**src/rtl/model_fmt_pkg.sv**
```systemverilog
// Shared definitions for the quantized model stream format: parser states,
// error codes, field sizes and activation codes.
package model_fmt_pkg;

  typedef enum logic [3:0] {
    ST_IDLE,
    ST_HDR_LAYERS,
    ST_HDR_BITS,
    ST_L_ROWS,
    ST_L_COLS,
    ST_L_WEIGHTS,
    ST_L_ACT,
    ST_DONE,
    ST_ERROR
  } parse_state_e;

  localparam logic [2:0] ERR_NONE        = 3'd0;
  localparam logic [2:0] ERR_BAD_LAYERS  = 3'd1;
  localparam logic [2:0] ERR_BAD_BITS    = 3'd2;
  localparam logic [2:0] ERR_BAD_DIM     = 3'd3;
  localparam logic [2:0] ERR_BAD_ACT     = 3'd4;

  localparam logic [2:0] FIELD_BYTES_WORD = 3'd4;
  localparam logic [2:0] FIELD_BYTES_BYTE = 3'd1;

  // The format defines exactly four activation codes.
  localparam logic [7:0] ACT_CODE_0   = 8'd0;
  localparam logic [7:0] ACT_CODE_1   = 8'd1;
  localparam logic [7:0] ACT_CODE_2   = 8'd2;
  localparam logic [7:0] ACT_CODE_3   = 8'd3;
  localparam logic [7:0] MAX_ACT_CODE = ACT_CODE_3;

endpackage

```
**src/rtl/le_word_assembler.sv**
```systemverilog
// Collects 1..4 little-endian bytes into a 32-bit word. The word output
// already includes the byte on the bus so a field can be checked on the
// cycle its final byte is accepted.
module le_word_assembler
  import model_fmt_pkg::*;
(
  input  logic        clk,
  input  logic        rst_n,
  input  logic        clear,
  input  logic        accept,
  input  logic [7:0]  byte_in,
  input  logic [2:0]  num_bytes,
  output logic [31:0] word,
  output logic        last_byte
);

  logic [31:0] data_q, data_d;
  logic [1:0]  cnt_q, cnt_d;

  assign word      = data_q | ({24'd0, byte_in} << {cnt_q, 3'b000});
  assign last_byte = ({1'b0, cnt_q} == (num_bytes - FIELD_BYTES_BYTE));

  // Accumulate bytes; a completed field self-clears for the next one.
  always_comb begin
    data_d = data_q;
    cnt_d  = cnt_q;
    if (clear) begin
      data_d = '0;
      cnt_d  = '0;
    end else if (accept) begin
      if (last_byte) begin
        data_d = '0;
        cnt_d  = '0;
      end else begin
        data_d = word;
        cnt_d  = cnt_q + 2'd1;
      end
    end
  end

  // Byte accumulator registers.
  always_ff @(posedge clk or negedge rst_n) begin
    if (!rst_n) begin
      data_q <= '0;
      cnt_q  <= '0;
    end else begin
      data_q <= data_d;
      cnt_q  <= cnt_d;
    end
  end

endmodule

```
**src/rtl/model_stream_parser.sv**
```systemverilog
// Parses the quantized model binary format from a valid/ready byte stream,
// emitting tagged weights plus per-layer dimension and activation events.
module model_stream_parser
  import model_fmt_pkg::*;
#(
  parameter int WEIGHT_WIDTH = 8,
  parameter int MAX_LAYERS   = 10,
  parameter int MAX_DIM      = 1024,
  parameter int DIM_WIDTH    = 11,
  parameter int LAYER_WIDTH  = 4
) (
  input  logic                    clk,
  input  logic                    rst_n,
  input  logic                    start,
  input  logic [7:0]              s_data,
  input  logic                    s_valid,
  output logic                    s_ready,
  output logic [WEIGHT_WIDTH-1:0] m_weight,
  output logic [LAYER_WIDTH-1:0]  m_layer,
  output logic [DIM_WIDTH-1:0]    m_row,
  output logic [DIM_WIDTH-1:0]    m_col,
  output logic                    m_last,
  output logic                    m_valid,
  input  logic                    m_ready,
  output logic                    dim_valid,
  output logic [DIM_WIDTH-1:0]    dim_rows,
  output logic [DIM_WIDTH-1:0]    dim_cols,
  output logic                    act_valid,
  output logic [7:0]              act_code,
  output logic [LAYER_WIDTH-1:0]  num_layers,
  output logic                    busy,
  output logic                    done,
  output logic [2:0]              error
);

  localparam logic [2:0] WEIGHT_BYTES = 3'(WEIGHT_WIDTH / 8);

  parse_state_e state_q, state_d;
  logic [WEIGHT_WIDTH-1:0] m_weight_q, m_weight_d;
  logic [LAYER_WIDTH-1:0]  m_layer_q, m_layer_d, layer_idx_q, layer_idx_d;
  logic [LAYER_WIDTH-1:0]  num_layers_q, num_layers_d;
  logic [DIM_WIDTH-1:0]    m_row_q, m_row_d, m_col_q, m_col_d;
  logic [DIM_WIDTH-1:0]    row_q, row_d, col_q, col_d;
  logic [DIM_WIDTH-1:0]    rows_q, rows_d, cols_q, cols_d;
  logic                    m_last_q, m_last_d, m_valid_q, m_valid_d;
  logic                    dim_valid_q, dim_valid_d, act_valid_q, act_valid_d;
  logic [7:0]              act_code_q, act_code_d;
  logic                    done_q, done_d;
  logic [2:0]              error_q, error_d;

  logic        accept, asm_clear, asm_last, dim_ok, col_end, row_end;
  logic [2:0]  asm_bytes;
  logic [31:0] asm_word;

  le_word_assembler u_asm (
    .clk       (clk),
    .rst_n     (rst_n),
    .clear     (asm_clear),
    .accept    (accept),
    .byte_in   (s_data),
    .num_bytes (asm_bytes),
    .word      (asm_word),
    .last_byte (asm_last)
  );

  assign accept  = s_valid && s_ready;
  assign dim_ok  = (asm_word >= 32'd1) && (asm_word <= 32'(MAX_DIM));
  assign col_end = (col_q == cols_q - DIM_WIDTH'(1));
  assign row_end = (row_q == rows_q - DIM_WIDTH'(1));

  // Field size and input backpressure per state; the final weight byte
  // only enters when the output slot is free or being freed this cycle.
  always_comb begin
    asm_bytes = FIELD_BYTES_WORD;
    s_ready   = 1'b0;
    case (state_q)
      ST_HDR_LAYERS, ST_L_ROWS, ST_L_COLS: begin
        asm_bytes = FIELD_BYTES_WORD;
        s_ready   = 1'b1;
      end
      ST_HDR_BITS, ST_L_ACT: begin
        asm_bytes = FIELD_BYTES_BYTE;
        s_ready   = 1'b1;
      end
      ST_L_WEIGHTS: begin
        asm_bytes = WEIGHT_BYTES;
        if (m_valid_q && m_last_q) s_ready = 1'b0;
        else if (asm_last)         s_ready = !m_valid_q || m_ready;
        else                       s_ready = 1'b1;
      end
      default: ;
    endcase
  end

  // Next-state, field validation and output payload updates.
  always_comb begin
    state_d      = state_q;
    m_weight_d   = m_weight_q;
    m_layer_d    = m_layer_q;
    m_row_d      = m_row_q;
    m_col_d      = m_col_q;
    m_last_d     = m_last_q;
    m_valid_d    = m_valid_q && !m_ready;
    layer_idx_d  = layer_idx_q;
    num_layers_d = num_layers_q;
    row_d        = row_q;
    col_d        = col_q;
    rows_d       = rows_q;
    cols_d       = cols_q;
    dim_valid_d  = 1'b0;
    act_valid_d  = 1'b0;
    act_code_d   = act_code_q;
    done_d       = done_q;
    error_d      = error_q;
    asm_clear    = 1'b0;
    case (state_q)
      ST_IDLE, ST_DONE, ST_ERROR: begin
        if (start) begin
          state_d     = ST_HDR_LAYERS;
          done_d      = 1'b0;
          error_d     = ERR_NONE;
          layer_idx_d = '0;
          row_d       = '0;
          col_d       = '0;
          asm_clear   = 1'b1;
        end
      end
      ST_HDR_LAYERS: begin
        if (accept && asm_last) begin
          if (asm_word >= 32'd1 && asm_word <= 32'(MAX_LAYERS)) begin
            num_layers_d = asm_word[LAYER_WIDTH-1:0];
            state_d      = ST_HDR_BITS;
          end else begin
            error_d = ERR_BAD_LAYERS;
            state_d = ST_ERROR;
          end
        end
      end
      ST_HDR_BITS: begin
        if (accept && asm_last) begin
          if (asm_word >= 32'd1 && asm_word <= 32'(WEIGHT_WIDTH)) begin
            state_d = ST_L_ROWS;
          end else begin
            error_d = ERR_BAD_BITS;
            state_d = ST_ERROR;
          end
        end
      end
      ST_L_ROWS: begin
        if (accept && asm_last) begin
          if (dim_ok) begin
            rows_d  = asm_word[DIM_WIDTH-1:0];
            state_d = ST_L_COLS;
          end else begin
            error_d = ERR_BAD_DIM;
            state_d = ST_ERROR;
          end
        end
      end
      ST_L_COLS: begin
        if (accept && asm_last) begin
          if (dim_ok) begin
            cols_d      = asm_word[DIM_WIDTH-1:0];
            dim_valid_d = 1'b1;
            row_d       = '0;
            col_d       = '0;
            state_d     = ST_L_WEIGHTS;
          end else begin
            error_d = ERR_BAD_DIM;
            state_d = ST_ERROR;
          end
        end
      end
      ST_L_WEIGHTS: begin
        if (accept && asm_last) begin
          m_weight_d = asm_word[WEIGHT_WIDTH-1:0];
          m_layer_d  = layer_idx_q;
          m_row_d    = row_q;
          m_col_d    = col_q;
          m_last_d   = row_end && col_end;
          m_valid_d  = 1'b1;
          if (col_end) begin
            col_d = '0;
            row_d = row_end ? '0 : row_q + DIM_WIDTH'(1);
          end else begin
            col_d = col_q + DIM_WIDTH'(1);
          end
        end
        if (m_valid_q && m_ready && m_last_q) state_d = ST_L_ACT;
      end
      ST_L_ACT: begin
        if (accept && asm_last) begin
          if (asm_word <= 32'(MAX_ACT_CODE)) begin
            act_code_d  = asm_word[7:0];
            act_valid_d = 1'b1;
            if (layer_idx_q == num_layers_q - LAYER_WIDTH'(1)) begin
              done_d  = 1'b1;
              state_d = ST_DONE;
            end else begin
              layer_idx_d = layer_idx_q + LAYER_WIDTH'(1);
              state_d     = ST_L_ROWS;
            end
          end else begin
            error_d = ERR_BAD_ACT;
            state_d = ST_ERROR;
          end
        end
      end
      default: state_d = ST_IDLE;
    endcase
  end

  // State and output registers; reset drops any pending weight.
  always_ff @(posedge clk or negedge rst_n) begin
    if (!rst_n) begin
      state_q      <= ST_IDLE;
      m_weight_q   <= '0;
      m_layer_q    <= '0;
      m_row_q      <= '0;
      m_col_q      <= '0;
      m_last_q     <= 1'b0;
      m_valid_q    <= 1'b0;
      layer_idx_q  <= '0;
      num_layers_q <= '0;
      row_q        <= '0;
      col_q        <= '0;
      rows_q       <= '0;
      cols_q       <= '0;
      dim_valid_q  <= 1'b0;
      act_valid_q  <= 1'b0;
      act_code_q   <= '0;
      done_q       <= 1'b0;
      error_q      <= ERR_NONE;
    end else begin
      state_q      <= state_d;
      m_weight_q   <= m_weight_d;
      m_layer_q    <= m_layer_d;
      m_row_q      <= m_row_d;
      m_col_q      <= m_col_d;
      m_last_q     <= m_last_d;
      m_valid_q    <= m_valid_d;
      layer_idx_q  <= layer_idx_d;
      num_layers_q <= num_layers_d;
      row_q        <= row_d;
      col_q        <= col_d;
      rows_q       <= rows_d;
      cols_q       <= cols_d;
      dim_valid_q  <= dim_valid_d;
      act_valid_q  <= act_valid_d;
      act_code_q   <= act_code_d;
      done_q       <= done_d;
      error_q      <= error_d;
    end
  end

  assign m_weight   = m_weight_q;
  assign m_layer    = m_layer_q;
  assign m_row      = m_row_q;
  assign m_col      = m_col_q;
  assign m_last     = m_last_q;
  assign m_valid    = m_valid_q;
  assign dim_valid  = dim_valid_q;
  assign dim_rows   = rows_q;
  assign dim_cols   = cols_q;
  assign act_valid  = act_valid_q;
  assign act_code   = act_code_q;
  assign num_layers = num_layers_q;
  assign done       = done_q;
  assign error      = error_q;
  assign busy       = !(state_q == ST_IDLE || state_q == ST_DONE || state_q == ST_ERROR);

endmodule

```
**config.mk**
```make
export PLATFORM = sky130hd
export DESIGN_NAME = model_stream_parser
export DESIGN_NICKNAME = d
export VERILOG_FILES = /design/src/rtl/model_fmt_pkg.sv /design/src/rtl/le_word_assembler.sv /design/src/rtl/model_stream_parser.sv
export SDC_FILE = /design/constraint.sdc
export NUM_CORES = 1
export LEC_CHECK = 0
export ABC_AREA = 1
export BUFFER_PORTS_ARGS = -buffer_cell sky130_fd_sc_hd__buf_2
export CAP_MARGIN = 20
export CELL_PAD_IN_SITES_DETAIL_PLACEMENT = 1
export CELL_PAD_IN_SITES_GLOBAL_PLACEMENT = 1
export CORE_UTILIZATION = 44
export DETAILED_ROUTE_END_ITERATION = 7
export HOLD_SLACK_MARGIN = 0.08
export PLACE_DENSITY = 0.78
export SYNTH_ARGS = -nofsm -noshare
export SYNTH_HDL_FRONTEND = slang
export SYNTH_SLANG_ARGS = --single-unit
```
**constraint.sdc**
```tcl
create_clock -name clk -period 2.55 [get_ports clk]
set_input_delay 0 -clock clk [delete_from_list [all_inputs] [get_ports clk]]
set_output_delay 0 -clock clk [all_outputs]
set_load 0.01 [all_outputs]
```
==> metrics.txt <==
status=finished with violations; violated checks=design-rule violations; initial antenna violation count=1; DRC violations left=14; fin cells=about 1,400; chip width=roughly 140 um; CP startpoint=u_asm.cnt_q[1]$_DFFE_PN0P_; Vias/cell=approximately 5.4; Worst R2R Start=u_asm.cnt_q[1]$_DFFE_PN0P_; clock buffer depth=2; P&R area growth vs syn=18.63%; CP endpoint=dim_cols[3]$_DFFE_PN0P_; biggest area consumer among synthesized cells=dfrtp_1; Inserted Diodes=0; Crit Path Category=reg2reg; clock slew at reported path FFs=about 0.060 ns; vias=7,786; Die Area=19,140 sq um; CTS tree=done; critical path fanouts, max=23; Setup-failing EPs final=0; clock latency on the worst-skew pair=about 0.42 ns; main area contributors after synthesis=dfrtp_1 43%, nand2_1 14%, inv_1 5.8%, nand3_1 5.4%, nor2_1 5.3%; Final Max Slew Viols=0; clock sink count=140; unrepaired setup endpoints after global routing=true; Power per Cell Area=819.8 nW/um^2; global-route wire length before repair=41,700 um; Relative slew margins=between 60% and 70%; Synth Instances=between 1,000 and 1,500; number of global-route vias before repair=around 8,000; DP HPWL=around 18,000 um; Post-DP Area=roughly 8900 sq um; initial core utilization=a little under half; H-tree Lvls=4; path depth of the worst reg2reg path=13; # rows=49; Main synth FF type=dfrtp_1; Critical Path AT=about 2.7 ns; top cell type's share of synthesized area=between 40% and 50%; Final Hold Viols=0; most frequent cells in the layout=310 x nand2_1, 140 x dfrtp_1, 126 x inv_1; gr usage total=between 20% and 30%; CTS buffer count=17; maximum vdd drop=between 0.0005 and 0.0006 V; Detail Route Antenna Nets=0; commonest non-fill, non-tap cell in the layout=nand2_1; largest net degree at the start of global routing=66; crit path time final=~2.4 ns; layout cell share with drive strength beyond 1=19.77%; final instance area=between 9000 and 10,000 sq um; register bit total from synthesis=140; Final Cycle Share=93.97%; Reg-to-Reg End=dim_cols[3]$_DFFE_PN0P_; register area share after synthesis=roughly 43%; final wirelength=approximately 26,000 um; WL per Instance=18.11 um; placed insts=approximately 1,400; Critical Path Sink Type=register; Detailed Route Iter0 Violations=521; Top Ports=a little over 90; routability congestion estimate=between 0.8 and 0.9; startpoint types=register; Clock Skew=around 0.011 ns; NumNets Final=approximately 1,200; Die H=approximately 140 um; max cap viols=0; multi-input logic area=4001 sq um; TNS Setup=0 ns; Seq. cell area=between 3000 and 4000 sq um; fill count=2,305; synthesized cell area=~8000 sq um; Post-synth ARST share=between 90% and 100%; IO buf count=90; count of cell types in the netlist=between 40 and 50; Post-synth EDFFs=0; CTS root buffer=clkbuf_16; syn avg cell area=7.527 sq um; floorplan core area=approximately 18,000 sq um; Worst Hold Class=in2async; Max Clk Rate=~420 MHz; worst slew pin tran=roughly 0.55 ns; Layout Utilization=~54%; R2R Setup Slk=around 0.15 ns; Warnings, synthesis=0; post-synth net total=approximately 1,100; GRT overflow=0; drt first pass iters=7; Crit path required time=between 2 and 3 ns; Pleak=between 5 and 6 nW; worst hold slack=between 0.08 and 0.09 ns
-- per-stage QoR --
step | total power [mW] | setup slack [ns]
detailed placement | 5.291 | -0.008115
global route | 8.426 | -0.05092
CTS | 7.870 | 0.04456
finish | 7.957 | 0.1537
global placement | 5.231 | 0.1042
floorplan | 4.473 | 0.3138
-- sequential cells by signal (all words and copies together) (netlist names) --
register,cells
act_code,8
act_valid,1
col_q,11
dim_cols,11
dim_rows,11
dim_valid,1
done,1
error,3
layer_idx_q,4
m_col,11
m_last,1
m_layer,4
m_row,11
m_valid,1
m_weight,8
num_layers,4
row_q,11
state_q,4
u_asm.cnt_q,2
u_asm.data_q,32
-- report_power, final --
| group | leakage (nW) | switching [mW] | internal [mW] | total, mW |
|---|---|---|---|---|
| clock | 0.282 | 0.954 | 1.59 | 2.54 |
| combinational | 2.84 | 2.08 | 0.831 | 2.91 |
| sequential | 1.91 | 0.0960 | 2.41 | 2.50 |
-- area by class of cell --
cell class / instances / share of cell area (%)
clock buffer: 25 / 4.899
clock inverter: 6 / 1.147
inverter: 134 / 5.208
multi-input combinational: 779 / 41.23
sequential: 140 / 36.10
tap: 229 / 2.952
timing repair buffer: 130 / 8.470
-- layer usage --
| layer | track usage, % | wire (um) | vias up |
|---|---|---|---|
| met5 | 0 | 13 | - |
| li1 | - | - | 3705 |
| met2 | 47.45 | 13360 | 156 |
| met4 | 9.284 | 539 | 2 |
| met3 | 4.122 | 943 | 36 |
| met1 | 35.54 | 11270 | 3887 |
-- worst min path at each step --
| stage | slack, ns | endpoint |
|---|---|---|
| 2_1_floorplan | -0.30 | act_code[0]$_DFFE_PN0P_ |
| 3_3_place_gp | -0.02 | m_col[2]$_DFFE_PN0P_ |
| 3_5_place_dp | -0.01 | m_col[2]$_DFFE_PN0P_ |
| 4_1_cts | 0.08 | u_asm.data_q[24]$_DFFE_PN0P_ |
| 5_1_grt | 0.12 | m_col[2]$_DFFE_PN0P_ |
| 6_report | 0.09 | m_col[2]$_DFFE_PN0P_ |
-- repair_timing --
item,CTS,global route
hold buffers,6,0
setup endpoints to repair,11,43
endpoints found under the hold margin,148,0
buffers inserted,0,2
cloned,0,2
pin swaps,0,4
gates resized for setup,1,27
-- Yosys cell counts (7+ instances only) --
master and n:
a21oi_1 16, buf_6 17, clkbuf_1 9, dfrtp_1 140
inv_1 127, nand2_1 314, nand2_2 7, nand3_1 88
nand4_1 37, nor2_1 116, nor2_2 8, nor3_1 10
o21ai_0 56, o21ai_1 7, o21ai_2 40, xnor2_1 12
xor2_1 23
-- cells by family after synthesis --
kind of cell | synth area share (%)
AO/OA/AOI/OAI | 10.45
XOR/XNOR | 4.022
adder cells (fa/ha/maj) | 0.9175
buffers and inverters | 9.650
flip-flops | 42.82
AND/OR/NAND/NOR | 32.15
-- worst max-delay path, cell delays in order, from the launching register on --
cell and delay, ns:
dfrtp_1 0.43, buf_4 0.22, nand3_1 0.11, nand2_1 0.09
nor2_1 0.11, nand2_1 0.08, nor2_1 0.15, nand2_2 0.11
inv_1 0.12, nand4_1 0.17, or2_1 0.25, buf_4 0.23
nand2_1 0.12, o21ai_2 0.06
No activity file was read; power rests on OpenSTA's default activity.
